==> src/rtl/xgmii_tx_sequencer.sv <==
// XGMII transmit sequencer: wraps an AXI-Stream frame in start/preamble/terminate
// control characters, enforces the inter-frame gap and handles mid-frame underrun.
module xgmii_tx_sequencer #(
    parameter int DATA_WIDTH = 32,
    parameter int CTRL_WIDTH = 4,
    parameter int IFG_WORDS  = 2
) (
    input  logic                  i_clk,
    input  logic                  i_reset_n,
    input  logic [DATA_WIDTH-1:0] s_axis_tdata,
    input  logic [CTRL_WIDTH-1:0] s_axis_tkeep,
    input  logic                  s_axis_tvalid,
    input  logic                  s_axis_tlast,
    output logic                  s_axis_tready,
    input  logic                  i_xgmii_pause,
    output logic [DATA_WIDTH-1:0] o_xgmii_txd,
    output logic [CTRL_WIDTH-1:0] o_xgmii_txc,
    output logic                  o_busy,
    output logic                  o_underrun,
    output logic [15:0]           o_frame_cnt
);

    localparam logic [2:0] ST_IDLE = 3'd0;
    localparam logic [2:0] ST_PRE  = 3'd1;
    localparam logic [2:0] ST_DATA = 3'd2;
    localparam logic [2:0] ST_TERM = 3'd3;
    localparam logic [2:0] ST_IFG  = 3'd4;
    localparam logic [2:0] ST_DROP = 3'd5;

    localparam logic [31:0] IDLE_WORD  = 32'h07070707;
    localparam logic [31:0] START_WORD = 32'h555555FB;
    localparam logic [31:0] PRE_WORD   = 32'hD5555555;
    localparam logic [31:0] TERM_WORD  = 32'h070707FD;
    localparam logic [31:0] ERR_WORD   = 32'hFEFEFEFE;
    localparam logic [3:0]  IFG_LIMIT  = 4'(IFG_WORDS);

    logic [2:0]            r_state;
    logic [DATA_WIDTH-1:0] r_txd;
    logic [CTRL_WIDTH-1:0] r_txc;
    logic [15:0]           r_frame_cnt;
    logic [3:0]            r_ifg_cnt;
    logic                  r_underrun;

    logic [2:0]            w_next_state;
    logic [DATA_WIDTH-1:0] w_txd;
    logic [CTRL_WIDTH-1:0] w_txc;
    logic                  w_frame_inc;
    logic [3:0]            w_ifg_cnt;
    logic                  w_underrun;

    assign s_axis_tready = ((r_state == ST_DATA) || (r_state == ST_DROP)) && !i_xgmii_pause;
    assign o_busy        = (r_state != ST_IDLE);
    assign o_xgmii_txd   = r_txd;
    assign o_xgmii_txc   = r_txc;
    assign o_underrun    = r_underrun;
    assign o_frame_cnt   = r_frame_cnt;

    // Next-state and next-output-word decode for one unpaused edge
    always_comb begin
        w_next_state = r_state;
        w_txd        = IDLE_WORD;
        w_txc        = 4'b1111;
        w_frame_inc  = 1'b0;
        w_ifg_cnt    = r_ifg_cnt;
        w_underrun   = 1'b0;
        case (r_state)
            ST_IDLE: begin
                if (s_axis_tvalid) begin
                    w_txd        = START_WORD;
                    w_txc        = 4'b0001;
                    w_next_state = ST_PRE;
                end else begin
                    w_next_state = ST_IDLE;
                end
            end
            ST_PRE: begin
                w_txd        = PRE_WORD;
                w_txc        = 4'b0000;
                w_next_state = ST_DATA;
            end
            ST_DATA: begin
                if (!s_axis_tvalid) begin
                    w_txd        = ERR_WORD;
                    w_txc        = 4'b1111;
                    w_underrun   = 1'b1;
                    w_next_state = ST_DROP;
                end else if (!s_axis_tlast) begin
                    w_txd = s_axis_tdata;
                    w_txc = 4'b0000;
                end else begin
                    // Partial last beats carry the terminate inline; anything else needs a TERM word
                    w_ifg_cnt = 4'd0;
                    case (s_axis_tkeep)
                        4'b0001: begin
                            w_txd        = {8'h07, 8'h07, 8'hFD, s_axis_tdata[7:0]};
                            w_txc        = 4'b1110;
                            w_frame_inc  = 1'b1;
                            w_next_state = ST_IFG;
                        end
                        4'b0011: begin
                            w_txd        = {8'h07, 8'hFD, s_axis_tdata[15:0]};
                            w_txc        = 4'b1100;
                            w_frame_inc  = 1'b1;
                            w_next_state = ST_IFG;
                        end
                        4'b0111: begin
                            w_txd        = {8'hFD, s_axis_tdata[23:0]};
                            w_txc        = 4'b1000;
                            w_frame_inc  = 1'b1;
                            w_next_state = ST_IFG;
                        end
                        default: begin
                            w_txd        = s_axis_tdata;
                            w_txc        = 4'b0000;
                            w_next_state = ST_TERM;
                        end
                    endcase
                end
            end
            ST_TERM: begin
                w_txd        = TERM_WORD;
                w_txc        = 4'b1111;
                w_frame_inc  = 1'b1;
                w_ifg_cnt    = 4'd0;
                w_next_state = ST_IFG;
            end
            ST_IFG: begin
                // The idle after IFG_WORDS counted idles is the one owed to IDLE
                if (r_ifg_cnt >= IFG_LIMIT) begin
                    w_ifg_cnt    = 4'd0;
                    w_next_state = ST_IDLE;
                end else begin
                    w_ifg_cnt    = r_ifg_cnt + 4'd1;
                    w_next_state = ST_IFG;
                end
            end
            ST_DROP: begin
                if (s_axis_tvalid && s_axis_tlast) begin
                    w_ifg_cnt    = 4'd0;
                    w_next_state = ST_IFG;
                end else begin
                    w_next_state = ST_DROP;
                end
            end
            default: begin
                w_next_state = ST_IDLE;
            end
        endcase
    end

    // State, output word and counters; everything freezes while the encoder pauses
    always_ff @(posedge i_clk or negedge i_reset_n) begin
        if (!i_reset_n) begin
            r_state     <= ST_IDLE;
            r_txd       <= IDLE_WORD;
            r_txc       <= 4'b1111;
            r_frame_cnt <= 16'd0;
            r_ifg_cnt   <= 4'd0;
            r_underrun  <= 1'b0;
        end else if (i_xgmii_pause) begin
            r_underrun  <= 1'b0;
        end else begin
            r_state     <= w_next_state;
            r_txd       <= w_txd;
            r_txc       <= w_txc;
            r_frame_cnt <= r_frame_cnt + {15'd0, w_frame_inc};
            r_ifg_cnt   <= w_ifg_cnt;
            r_underrun  <= w_underrun;
        end
    end

endmodule

==> config.mk <==
export PLATFORM = sky130hd
export DESIGN_NAME = xgmii_tx_sequencer
export DESIGN_NICKNAME = d
export VERILOG_FILES = /design/src/rtl/xgmii_tx_sequencer.sv
export SDC_FILE = /design/constraint.sdc
export NUM_CORES = 1
export LEC_CHECK = 0
export BUFFER_PORTS_ARGS = -buffer_cell sky130_fd_sc_hd__buf_2
export CORE_UTILIZATION = 30
export DETAILED_ROUTE_END_ITERATION = 6
export PLACE_DENSITY_LB_ADDON = 0.25
export SKIP_LAST_GASP = 1
export SYNTH_ARGS = -nofsm -noshare
export SYNTH_HDL_FRONTEND = slang
export SYNTH_SLANG_ARGS = --single-unit
==> constraint.sdc <==
create_clock -name i_clk -period 7.2 [get_ports i_clk]
set_input_delay 1.08 -clock i_clk [delete_from_list [all_inputs] [get_ports i_clk]]
set_output_delay 1.08 -clock i_clk [all_outputs]
set_load 0.02 [all_outputs]
== Word-level counts from Yosys, hierarchy flattened ==
Cells that the tools add are included.
Word-level totals
  logic and storage cells: 61
  output and inout port bits: 55
  input port bits: 41
  bits in registers: 60
Cells by class
  bitwise gates (word level): 1
  reductions and logical operators: 10
  equal/unequal tests: 12
  mux-type cells: 29
  add/subtract/negate cells: 2
  $lt $le $gt $ge: 1
Operator list (count)
  one-hot mux 32 bit (4 select lines): 1
  one-hot mux 32 bit (3 select lines): 1
  two-way mux 32 bit: 2
  two-way mux 31 bit: 1
  two-way mux 4 bit: 7
  one-hot mux 4 bit (3 select lines): 2
  one-hot mux 3 bit (6 select lines): 1
  adder 16 x 1 -> 16 bit: 1
  one-hot mux 4 bit (4 select lines): 1
  two-way mux 3 bit: 4
  two-way mux 1 bit: 8
  == test 3 x 2 -> 1 bit, second input constant: 2
  == test 3 bit, second input constant: 2
  AND reduction 5 bit: 1
  adder 4 x 1 -> 4 bit, second input constant: 1
  == test 4 x 1 -> 1 bit, second input constant: 1
  == test 4 x 2 -> 1 bit, second input constant: 1
  == test 4 x 3 -> 1 bit, second input constant: 1
  >= comparator 4 x 2 -> 1 bit, second input constant: 1
  inequality test 2 bit, second input constant: 2
  nonzero test 4 bit: 1
  == test 3 x 1 -> 1 bit, second input constant: 1
  logical NOT 3 bit: 1
  inequality test 3 bit, second input constant: 1
  other kinds (9): 10

== Depth between registers and ports, before layout ==
Gate-level depths: netlist (run 1).
  depth after elaboration: 7
  gate-level depth with buffers: 11
  depth with buffers taken out: 10

== Worst setup path after synthesis (run 1) ==
OpenSTA, ideal clock, no wires.
  kind: input port to output port
  start: input i_xgmii_pause
  end: output s_axis_tready
  stages on the path: 4
  data arrival time: 1.906 ns
  slack: 4.214 ns
  path buffers: 3
  path through: buf_2 > buf_2 > buf_1 > nor2_1
Between the ends
  longest elaborated chain between the ends: 2
RTL lines
  from (decl): line 15  | input logic i_xgmii_pause,
  logical NOT 1 bit: line 51  | assign s_axis_tready = ((r_state == ST_DATA) || (r_state == ST_DROP)) && !i_xgmii_pause;
  logical AND 1 bit: line 51
  to (decl): line 14  | output logic s_axis_tready,
Every way passes these cells.

== Final worst setup path (run 1) ==
  start: register r_state[1]
  end: output s_axis_tready
Between the ends
  longest elaborated chain between the ends: 3
RTL lines
  from (decl): line 37  | logic [2:0] r_state;
  from (signal assigned): line 163  | r_state <= w_next_state;
  == test 3 x 2 -> 1 bit / == test 3 bit (equally long branches): line 51
  logical OR 1 bit (*): line 51
  logical AND 1 bit (*): line 51
Every way passes the cells marked *; elsewhere a longest branch is shown, timed or not.

==> results of run 1 <==
[kinds of logic (layout without fill, tap and decap cells)]
kind of cell / Yosys count / after routing
AO/OA/AOI/OAI: 82 / 82
XOR/XNOR: 15 / 15
adder cells (fa/ha/maj): 8 / 8
buffers and inverters: 28 / 125
flip-flops: 60 / 60
multiplexers: 5 / 5
AND/OR/NAND/NOR: 109 / 109
[through the flow]
step / hold slack, ns / area [um^2] / setup slack (ns) / utilization, % / total power, W
6_report: 0.467 / 3920 / 4.16 / 38.1 / 0.00132
5_1_grt: 0.493 / 3920 / 3.99 / 38.1 / 0.00140
4_1_cts: 0.469 / 3920 / 4.13 / 38.1 / 0.00133
3_5_place_dp: 0.454 / 3720 / 3.77 / 36.2 / 0.00102
3_3_place_gp: 0.452 / 3720 / 3.84 / 36.2 / 0.00102
2_1_floorplan: 0.455 / 3160 / 4.21 / - / 0.000870
[path summary, 6_finish.rpt]
| check | start | endpoint | cells after the start |
|---|---|---|---|
| worst min-delay path | o_xgmii_txc[3] | o_xgmii_txc[3] | 2 |
| worst max register to register | r_state[2] | o_frame_cnt[10] | 9 |
| min in group asynchronous | i_reset_n | o_frame_cnt[5] | 2 |
| worst max-delay path | r_state[1] | s_axis_tready | 4 |
| max in group asynchronous | i_reset_n | o_xgmii_txd[7] | 2 |
| worst min register to register | o_xgmii_txc[3] | o_xgmii_txc[3] | 2 |
[registers in the layout (all words and copies together) (netlist names)]
signal / cells
o_xgmii_txd: 32
o_frame_cnt: 16
o_xgmii_txc: 4
r_ifg_cnt: 4
r_state: 3
o_underrun: 1
[tightest hold or removal path, delay by kind of cell, from the launching register on]
family                 cells  cell delay [ns]
AO/OA/AOI/OAI              1             0.05
buffers and inverters      1             0.04
flip-flops                 1             0.37
[cells in the final DEF (no fill, tap or decap), types with 5 or more instances in the layout]
master	count
ha_1	8
nor3_1	6
nor2b_1	15
a21oi_1	27
a221o_1	6
dfrtp_1	44
nand3_1	6
clkbuf_8	10
nor2_1	24
xor2_1	6
o21ai_0	14
dfstp_2	16
o21ai_1	5
o211ai_1	6
buf_2	95
inv_1	12
xnor2_1	9
nand2_1	31
[cells in the mapped netlist (all sizes together) (2+ instances only)]
cell type | instances | share of area, %
dfrtp | 44 | 35
nand2 | 31 | 3.7
a21oi | 28 | 4.6
nor2 | 24 | 2.9
o21ai | 21 | 3.8
dfstp | 16 | 13
buf | 15 | 2.9
nor2b | 15 | 3.0
inv | 12 | 1.4
xnor2 | 9 | 2.5
ha | 8 | 3.2
nand3 | 8 | 1.8
a221o | 6 | 1.9
nor3 | 6 | 0.95
o211ai | 6 | 1.4
xor2 | 6 | 1.7
a22o | 4 | 1.1
mux2 | 4 | 1.4
nor4 | 4 | 1.9
a21o | 3 | 0.71
nand2b | 3 | 0.59
nand4b | 3 | 1.3
a22oi | 2 | 0.48
and2 | 2 | 0.40
and4bb | 2 | 0.79
nand3b | 2 | 0.87
nor3b | 2 | 0.83
o21a | 2 | 0.48
o21bai | 2 | 0.48
o41ai | 2 | 0.55
[power by group through the flow]
stage / logic (W) / registers [W] / clock network (W)
2_1_floorplan: 0.000262 / 0.000608 / 0
3_3_place_gp: 0.000485 / 0.000533 / 0
3_5_place_dp: 0.000489 / 0.000533 / 0
4_1_cts: 0.000490 / 0.000531 / 0.000310
5_1_grt: 0.000530 / 0.000546 / 0.000325
6_report: 0.000484 / 0.000530 / 0.000303
[final cells by class]
| type | instances | area [um^2] | share of cell area (%) |
|---|---|---|---|
| Clock buffer | 11 | 141 | 3.61 |
| Clock inverter | 5 | 52.6 | 1.34 |
| Inverter | 12 | 45.0 | 1.15 |
| Multi-Input combinational cell | 219 | 1500 | 38.2 |
| Sequential cell | 60 | 1520 | 38.8 |
| Tap cell | 136 | 170 | 4.35 |
| Timing Repair Buffer | 97 | 490 | 12.5 |
[per-layer routing]
layer | global-route usage, % | share of wire, % | up-vias
met5 | 0 | 0 | -
met4 | 6.04 | 1.4 | 0
met3 | 4.30 | 6.6 | 10
met2 | 22.4 | 43 | 94
met1 | 21.5 | 49 | 1226
li1 | - | - | 1259
==> impl_results.md, run 1 <==
- Antenna violations before repair: 0
- XOR/XNOR share of the synthesized area: 4.16%
- Number of setup violations in the final report: 0
- # IOs: 96
- Wire per inst: 15.0 um
- Power per standard cell area: between 300 and 400 nW/um^2
- Area Growth Syn to Fin: 24.0%
- DR DRC count: 0
- Worst-path cell chain: nor3b_4, a21oi_2, nor2_1, buf_2
- Worst setup SP type: register
- Total grt overflow: 0
- Initial core utilization: 30.7%
- Layout cell share with drive strength beyond 1: 36.4%
- Critical Setup Path Class: register to output port
- Synthesized area: about 3200 um^2
- Root Buffer: clkbuf_8
- Sink Count: 60
- Relative slew slack: between 40 and 50%
- Final non-filler cell total: 540
- Post-synthesis cell count: around 310
- Min-delay worst type: register to register
- IO buf count: 95
- Crit path max-delay cell type: dfrtp_1
- Ys Warns: 0
- Pint: 0.000804 W
- Crit-path leading delay family: simple AND/OR/NAND/NOR gates
- Die ar.: between 10000 and 15000 um^2
- Fin nets: about 450
- Synth Area in Simple Gates: a little over a fifth
- Max Cap Viol: 0
- First-pass GRT wire length: 13000 um
- Max IR drop VDD: roughly 0.16 mV
- Highest Clock Rate: 329 MHz
- CTS Hold Bufs: 0
- Drt pass-1 iters: 4
- Crit path largest cell delay: 0.64 ns
- Placer Congestion: 0.779
- Post-Syn Nets: 356
- Antenna Nets Post-Route: 0
- Max Buffers Root-to-Sink: 2
- Yosys reg bits: 60
- Sw power: 0.000513 W
- Die Y-Extent: between 100 and 150 um
- Outcome: complete, no violations
- Final period util: 42.3%
- Final Hold Fails: 0
- Syn Area/Cell: between 10 and 15 um^2
- H-tree depth: 3
- DP Cell Count: about 520
- Adder-cell share of the synthesized area: about 3.2%
- Synth Flop Type: dfrtp_1
- Global router's overall resource usage: 15.4%
- CTS tree: built
- Cell leakage power: slightly below 2 nW
- CTS clk-pin slew, worst paths: about 0.07 ns
- RSZ-0062 raised after global routing: no
- Layout Skew: 0.00941 ns
- Compound-Gate Fraction of Synth Area: around 17%
- # rows: 37
- Post-Route WL: roughly 8100 um
- Worst Path Required: between 6 and 7 ns
- Reg2Reg Setup Slack: 4.56 ns
- CTS Buf Count: 9
- Avg Vias per Cell: ~4.8
- Final setup TNS: 0 ns
- Worst-Skew Late Latency: 0.35 ns
- Number of global-route vias before repair: approximately 2500
- Post-synthesis sequential area ratio: 48.2%
- Distinct cells, synth: just under 60
- Detailed Route Iter0 Violations: between 150 and 200
- EDFF count, synth: 0
- Switching Fraction: about two fifths
- Die X: 105 um
- Core footprint: 10300 um^2
- FILL cells: ~1100
- Clk pwr share: a little under a quarter
- Worst EP arrival: 1.96 ns
- Largest family of logic cells by synthesized area: simple AND/OR/NAND/NOR gates
- Post-CTS sizing: 0
- Postcts setup bufs: 0
- Async SR Flop Fraction: 100%
- Slew Limit Fails: 0
- Largest net degree at the start of global routing: 61
- Buf/Inv on CP: 1
- Antenna diodes: 0
- Final worst path period need: 3.04 ns
- Mux cell area share after synthesis: 1.74%
- Via count: between 2000 and 3000
- Comb pwr share: between 30% and 40%
- Worst-Margin Slew: around 0.77 ns
- Crit-path max FO: 15
- Final HPWL DP: between 5000 and 6000 um
- Sequential Power Share: about two fifths
- CP endpoint kind: output port
Power figures use the tool's default switching activity.
==> inputs of run 2 (changes only) <==
==> constraint.sdc (replaced) <==
create_clock -name i_clk -period 2.8 [get_ports i_clk]
set_input_delay 0.42 -clock i_clk [delete_from_list [all_inputs] [get_ports i_clk]]
set_output_delay 0.42 -clock i_clk [all_outputs]
set_load 0.02 [all_outputs]
==> impl_results.md, run 2 (same netlist as run 1, synthesis figures left out) <==
- Met2 Resource Use GR: 24.0% (+1.6 points)
- Worst setup SP type: primary input
- Root Buffer: clkbuf_8
- Multi-input gate area: 1500 um^2 (unchanged)
- First-pass GRT wire length: 13600 um (+5.3%)
- Min-delay worst type: primary input to async pin
- FILL cells: 1073 (+1.1%)
- H-tree depth: 3 (unchanged)
- GR peak layer: met2
- Crit-path leading delay family: simple AND/OR/NAND/NOR gates
- Area Growth Syn to Fin: 25.1%
- Worst EP arrival: 2.65 ns (+0.69 ns)
- Final worst path period need: around 2.4 ns
- Power per standard cell area: 844 nW/um^2 (+150%)
- Grt met3 use: 5.18% (+0.87 points)
- RSZ-0062 raised after global routing: no
- Final setup TNS: 0 ns (unchanged)
- Crit path largest cell delay: 0.40 ns (-0.24 ns)
- # rows: 37 (unchanged)
- Drt pass-1 iters: 4 (unchanged)
- Most frequent cells in the layout: buf_2, dfrtp_1, nand2_1
- Worst-Skew Late Latency: 0.34 ns (about the same)
- Slew Limit Fails: 0 (unchanged)
- IO buf count: 95 (unchanged)
- Worst-Margin Slew: 0.720 ns (-0.0480 ns)
- Total grt overflow: 0 (unchanged)
- Global router's overall resource usage: 15.9% (+0.51 points)
- Met1 Usage GRT: 21.2% (-0.27 points)
- Max IR drop VDD: 0.426 mV (+170%)
- Detailed Route Iter0 Violations: 140 (-16%)
- Layout cell share with drive strength beyond 1: 37.6% (+1.2 points)
- Max Cap Viol: 0 (unchanged)
- Worst Setup SP: s_axis_tkeep[3]
- Antenna violations before repair: 0 (unchanged)
- Core footprint: 10300 um^2 (unchanged)
- Commonest non-fill, non-tap cell in the layout: buf_2
- Crit path max-delay cell type: nor4b_1
- Placer Congestion: 0.780 (+0.15%)
- Max FFs per register: 32 (unchanged)
- FF+latch area: 1520 um^2 (unchanged)
- Max Buffers Root-to-Sink: 2 (unchanged)
- Fin nets: 456 (+1.8%)
- Die X: 105 um (unchanged)
- Crit-path max FO: 4 (-11)
- CTS clk-pin slew, worst paths: 0.07 ns (about the same)
- DR DRC count: 0 (unchanged)
- Antenna Nets Post-Route: 0 (unchanged)
- Outcome: complete, no violations
- Relative slew slack: 51.5% (+2.7 points)
- Sink Count: 60 (unchanged)
- Number of global-route vias before repair: 2627 (+5.6%)
- Post-CTS sizing: 0 (unchanged)
- DP Cell Count: 532 (+1.5%)
- Largest net degree at the start of global routing: 31 (-49%)
- Die ar.: 10900 um^2 (unchanged)
- Wire per inst: 15.2 um (+1.4%)
- CTS Hold Bufs: 0 (unchanged)
- Worst Path Required: 3.02 ns (-3.10 ns)
- Antenna diodes: 0 (unchanged)
- Avg Vias per Cell: 4.91 (+2.3%)
- R2R Path Start: r_state[2]
- Worst-path cell chain: buf_2, nand3b_1, nor2_1, a21oi_1, nor4b_1, ha_1, ha_1, nand3b_4, nor3_1, nand3_1, xnor2_1
- Initial core utilization: 30.7% (unchanged)
- CTS tree: built
- Via count: 2689 (+3.9%)
- Final non-filler cell total: 548 (+1.5%)
- CP endpoint kind: register
- Die Y-Extent: 105 um (unchanged)
- Layout Skew: 0.00959 ns (+0.000179 ns)
- # IOs: 96 (unchanged)
- Highest Clock Rate: between 400 and 500 MHz
- Postcts setup bufs: 0 (unchanged)
- Final Hold Fails: 0 (unchanged)
- Cell leakage power: 1.98 nW (+1.5%)
- Final period util: 86.5%
- Buf/Inv on CP: 1 (unchanged)
- Most used cell, CP: ha_1
- CTS Buf Count: 9 (unchanged)
- Pwr Total: 0.00333 W (+150%)
- Final HPWL DP: 6180 um (+6.0%)
- Number of setup violations in the final report: 0 (unchanged)
- Post-Route WL: 8320 um (+2.9%)
- Critical Setup Path Class: primary input to register
run 2: cell types whose count changed in the layout (fill, tap and decap cells not counted):
cell	delta
bufinv_16	-1
clkinv_2	+1
buf_4	+8
run 2: worst paths after layout:
check	to	slack, ns	depth (start not counted)
min in group i_clk	o_xgmii_txd[0]	0.28	3
worst max-delay path	o_frame_cnt[10]	0.38	11
worst max register to register	o_frame_cnt[10]	0.48	9
max in group asynchronous	o_xgmii_txd[1]	2.07	2
worst min register to register	o_xgmii_txd[1]	0.46	2
worst min-delay path	o_frame_cnt[5]	0.02	1
run 2: cell type report:
class,count,area share (%)
inverters,12,1.14
clock inverters,5,0.697
multi-input cells,219,37.8
repair buffers,105,13.9
clock buffers,11,3.58
flip-flops and latches,60,38.5
well taps,136,4.31
run 2: routing by layer:
| metal | up-vias | part of all wire [%] | wire [um] |
|---|---|---|---|
| met5 | - | 0 | 0 |
| met4 | 0 | 0.79 | 66 |
| met3 | 6 | 7.8 | 645 |
| met2 | 103 | 45 | 3750 |
| met1 | 1296 | 46 | 3870 |
| li1 | 1284 | - | - |
run 2: stage by stage:
stage / hold slack (ns) / utilization (%) / worst slack, ns / area, um^2
2_1_floorplan: 0.124 / - / 0.399 / 3160
6_report: 0.0232 / 38.4 / 0.377 / 3950
3_5_place_dp: 0.393 / 36.8 / 0.0467 / 3780
3_3_place_gp: 0.395 / 36.8 / 0.112 / 3780
4_1_cts: 0.0253 / 38.4 / 0.392 / 3950
5_1_grt: 0.0490 / 38.4 / 0.240 / 3950
run 2: worst reg2reg max path: cells and delay by family, from the launching register on:
family | cells | cell delay [ns]
DFF | 1 | 0.38
adders and majority gates | 3 | 0.66
buffers and inverters | 1 | 0.10
and+or+nand+nor | 4 | 0.95
xor gates and xnor gates | 1 | 0.13
run 2: power by group:
part	leakage (nW)	switching, W	internal (W)
clock network	0.0889	0.000346	0.000339
registers	0.763	0.000132	0.00116
logic	1.13	0.000850	0.000506
total	1.98	0.00133	0.00201
==> inputs of run 3 (changes only) <==
--- a/config.mk
+++ b/config.mk
@@ -5,6 +5,7 @@
 export SDC_FILE = /design/constraint.sdc
 export NUM_CORES = 1
 export LEC_CHECK = 0
+export ABC_AREA = 1
 export BUFFER_PORTS_ARGS = -buffer_cell sky130_fd_sc_hd__buf_2
 export CORE_UTILIZATION = 30
 export DETAILED_ROUTE_END_ITERATION = 6
==> impl_results.md, run 3 <==
- Compound-Gate Fraction of Synth Area: 6.61% (-11 points)
- Sequential Power Share: 38.5% (-0.3 points)
- Synth Flop Type: dfrtp_1
- Yosys reg bits: 60 (unchanged)
- # rows: 37 (unchanged)
- CP endpoint kind: register
- Worst Path Required: 3.03 ns (about the same)
- Switching Fraction: 41.3% (+1.5 points)
- Power per standard cell area: 869 nW/um^2 (+3.0%)
- Buf/Inv on CP: 2 (+1)
- Root Buffer: clkbuf_8
- H-tree depth: 3 (unchanged)
- Highest Clock Rate: 400 MHz (-3.1%)
- FF-to-FF End: o_frame_cnt[8]
- Commonest non-fill, non-tap cell in the layout: nand2_1
- Area Growth Syn to Fin: 26.5%
- Total grt overflow: 0 (unchanged)
- # IOs: 96 (unchanged)
- Initial core utilization: 31.0% (+0.24 points)
- Max Cap Viol: 0 (unchanged)
- Relative slew slack: 57.4% (+5.9 points)
- Synthesized area: 3200 um^2 (+1.2%)
- Cell leakage power: 2.21 nW (+11%)
- Distinct cells, synth: 29 (-51%)
- Final HPWL DP: 6990 um (+13%)
- RSZ-0062 raised after global routing: no
- R2R Path Start: r_state[1]
- Placer Congestion: 0.924 (+19%)
- Comb pwr share: 38.6% (-2.1 points)
- Pint: 0.00206 W (+2.8%)
- Global router's overall resource usage: 17.9% (+2.1 points)
- Post-CTS sizing: 0 (unchanged)
- Layout cell share with drive strength beyond 1: 26.8% (-11 points)
- Post-synth top area share: 34.4% (-0.42 points)
- Mux cell area share after synthesis: 0% (-1.7 points)
- FILL cells: 1128 (+5.1%)
- CTS Hold Bufs: 0 (unchanged)
- Wire per inst: 13.8 um (-8.9%)
- Die ar.: 11100 um^2 (+1.2%)
- Fin nets: 574 (+26%)
- Ys Warns: 0 (unchanged)
- Slew Limit Fails: 0 (unchanged)
- Area contributors post-synth: dfrtp_1, nand2_1, dfstp_2
- Antenna Nets Post-Route: 0 (unchanged)
- Max FFs per register: 32 (unchanged)
- DR DRC count: 0 (unchanged)
- Die X: 105 um (+0.60%)
- Crit path max-delay cell type: dfrtp_1
- DP Cell Count: 650 (+22%)
- Core footprint: 10300 um^2 (+0.45%)
- Post-synthesis cell count: 423 (+38%)
- Synth Area in Simple Gates: 33.7% (+13 points)
- Adder-cell share of the synthesized area: 3.13% (-0.038 points)
- R2R cell count: 13 (+4)
- Antenna diodes: 0 (unchanged)
- Sw power: 0.00145 W (+9.2%)
- Worst EP arrival: 2.73 ns (+0.08 ns)
- Most frequent cells in the layout: nand2_1, buf_2, nor2_1
- Largest net degree at the start of global routing: 29 (-6.5%)
- IO buf count: 95 (unchanged)
- Synth area leader: dfrtp_1
- Post-synthesis sequential area ratio: 47.6% (-0.58 points)
- Count leader, synth: nand2_1
- Number of setup violations in the final report: 0 (unchanged)
- Clk pwr share: 22.9% (+2.4 points)
- Syn Area/Cell: 7.56 um^2 (-27%)
- Async SR Flop Fraction: 100% (unchanged)
- Drt pass-1 iters: 4 (unchanged)
- CTS tree: built
- Final period util: 89.3% (+2.7 points)
- CTS Buf Count: 9 (unchanged)
- Commonest cells in the netlist: nand2_1, nor2_1, dfrtp_1
- Sink Count: 60 (unchanged)
- Die Y-Extent: 105 um (+0.60%)
- Crit-path leading delay family: simple AND/OR/NAND/NOR gates
- Number of global-route vias before repair: 2994 (+14%)
- Post-Route WL: 9210 um (+11%)
- Worst-Margin Slew: 0.637 ns (-0.0825 ns)
- EDFF count, synth: 0 (unchanged)
- Most used cell, CP: nor2_1
- Postcts setup bufs: 0 (unchanged)
- Final setup TNS: 0 ns (unchanged)
- Critical Setup Path Class: register to register
- Worst-path cell chain: inv_2, nor3_4, nand2_1, a21oi_1, nor2_1, nor2_1, ha_1, ha_1, nand2_1, nor2_1, nand4_1, xor2_1, inv_1
- Outcome: complete, no violations
- Max Buffers Root-to-Sink: 2 (unchanged)
- Min-delay worst type: primary input to async pin
- Via count: 3063 (+14%)
- Worst-Skew Late Latency: 0.35 ns (about the same)
- First-pass GRT wire length: 15100 um (+11%)
- Avg Vias per Cell: 4.60 (-6.3%)
- Max IR drop VDD: 0.376 mV (-12%)
- Detailed Route Iter0 Violations: 190 (+36%)
- Antenna violations before repair: 0 (unchanged)
- Post-Syn Nets: 472 (+33%)
- Final Hold Fails: 0 (unchanged)
- Final non-filler cell total: 666 (+22%)
- Largest family of logic cells by synthesized area: simple AND/OR/NAND/NOR gates
- Reg2Reg Setup Slack: 0.30 ns (-0.18 ns)
- Layout Skew: 0.00985 ns (+0.000252 ns)
- XOR/XNOR share of the synthesized area: 3.01% (-1.1 points)
- Crit path largest cell delay: 0.49 ns (+0.09 ns)
- Crit-path max FO: 7 (+3)
- Final worst path period need: 2.50 ns (+0.0764 ns)
- Finished Core Util: 39.2% (+0.71 points)
- Worst setup SP type: register
- CTS clk-pin slew, worst paths: 0.08 ns (about the same)
==> run 3: cell count changes in the layout (fill, tap and decap cells not counted), moves of 8 or more <==
cell | previous run | this run
nand3_1 | 6 | 24
nor2_1 | 24 | 59
nand4_1 | 0 | 8
nor2b_1 | 15 | 0
nand2_1 | 31 | 154
inv_1 | 12 | 31
==> run 3: worst max-delay path by stage <==
stage,startpoint,endpoint,slack [ns],depth (start not counted)
after floorplan,r_state[2],o_frame_cnt[8],0.62,13
after global placement,s_axis_tkeep[0],o_frame_cnt[8],0.38,14
after detailed placement,s_axis_tkeep[0],o_frame_cnt[8],0.28,14
after CTS,r_state[1],o_frame_cnt[8],0.33,13
after global routing,r_state[1],o_frame_cnt[8],0.07,13
final,r_state[1],o_frame_cnt[8],0.30,13
==> run 3: routing by layer <==
metal / track usage [%] / vias to the layer above / routed length [um]
met1: 24.3 / 1398 / 4330
li1: - / 1540 / -
met3: 5.19 / 14 / 704
met4: 8.15 / 0 / 186
met5: 0 / - / 0
met2: 26.4 / 111 / 3990
==> run 3: worst register-to-register path, cell delays in order, from the launching register on <==
cell and delay [ns]:
dfrtp_1 0.49, inv_2 0.15, nor3_4 0.16, nand2_1 0.07, a21oi_1 0.27, nor2_1 0.07
nor2_1 0.14, ha_1 0.18, ha_1 0.18, nand2_1 0.09, nor2_1 0.25, nand4_1 0.14
xor2_1 0.15, inv_1 0.05
==> run 3: area by class of cell <==
class	count	area, um^2	area share (%)
clock buffers	10	138	3.40
clock inverters	6	63.8	1.58
inverters	34	128	3.16
multi-input cells	317	1490	36.8
flip-flops and latches	60	1520	37.6
well taps	136	170	4.21
repair buffers	103	536	13.2
==> run 3: stage by stage <==
stage	power (W)	instance area (um^2)	setup WS, ns	hold WS, ns
after floorplan	0.00225	3200	0.619	0.124
after global placement	0.00272	3840	0.378	0.463
after detailed placement	0.00273	3840	0.276	0.461
after CTS	0.00355	4040	0.330	0.108
after global routing	0.00376	4040	0.0727	0.117
final	0.00351	4040	0.301	0.0899
==> run 3: power groups by stage <==
| stage | Sequential [W] | Clock, W | Combinational [W] |
|---|---|---|---|
| after floorplan | 0.00163 | 0 | 0.000621 |
| after detailed placement | 0.00136 | 0 | 0.00136 |
| after global routing | 0.00139 | 0.000873 | 0.00150 |
| final | 0.00135 | 0.000804 | 0.00136 |
| after global placement | 0.00136 | 0 | 0.00135 |
| after CTS | 0.00136 | 0.000831 | 0.00137 |
==> run 3: cell families (layout without fill, tap and decap cells) <==
kind of cell / Yosys count / count (layout)
compound gates: 40 / 40
xor+xnor: 11 / 11
fa+ha+maj: 8 / 8
buf+inv: 46 / 153
flops: 60 / 60
simple gates: 258 / 258
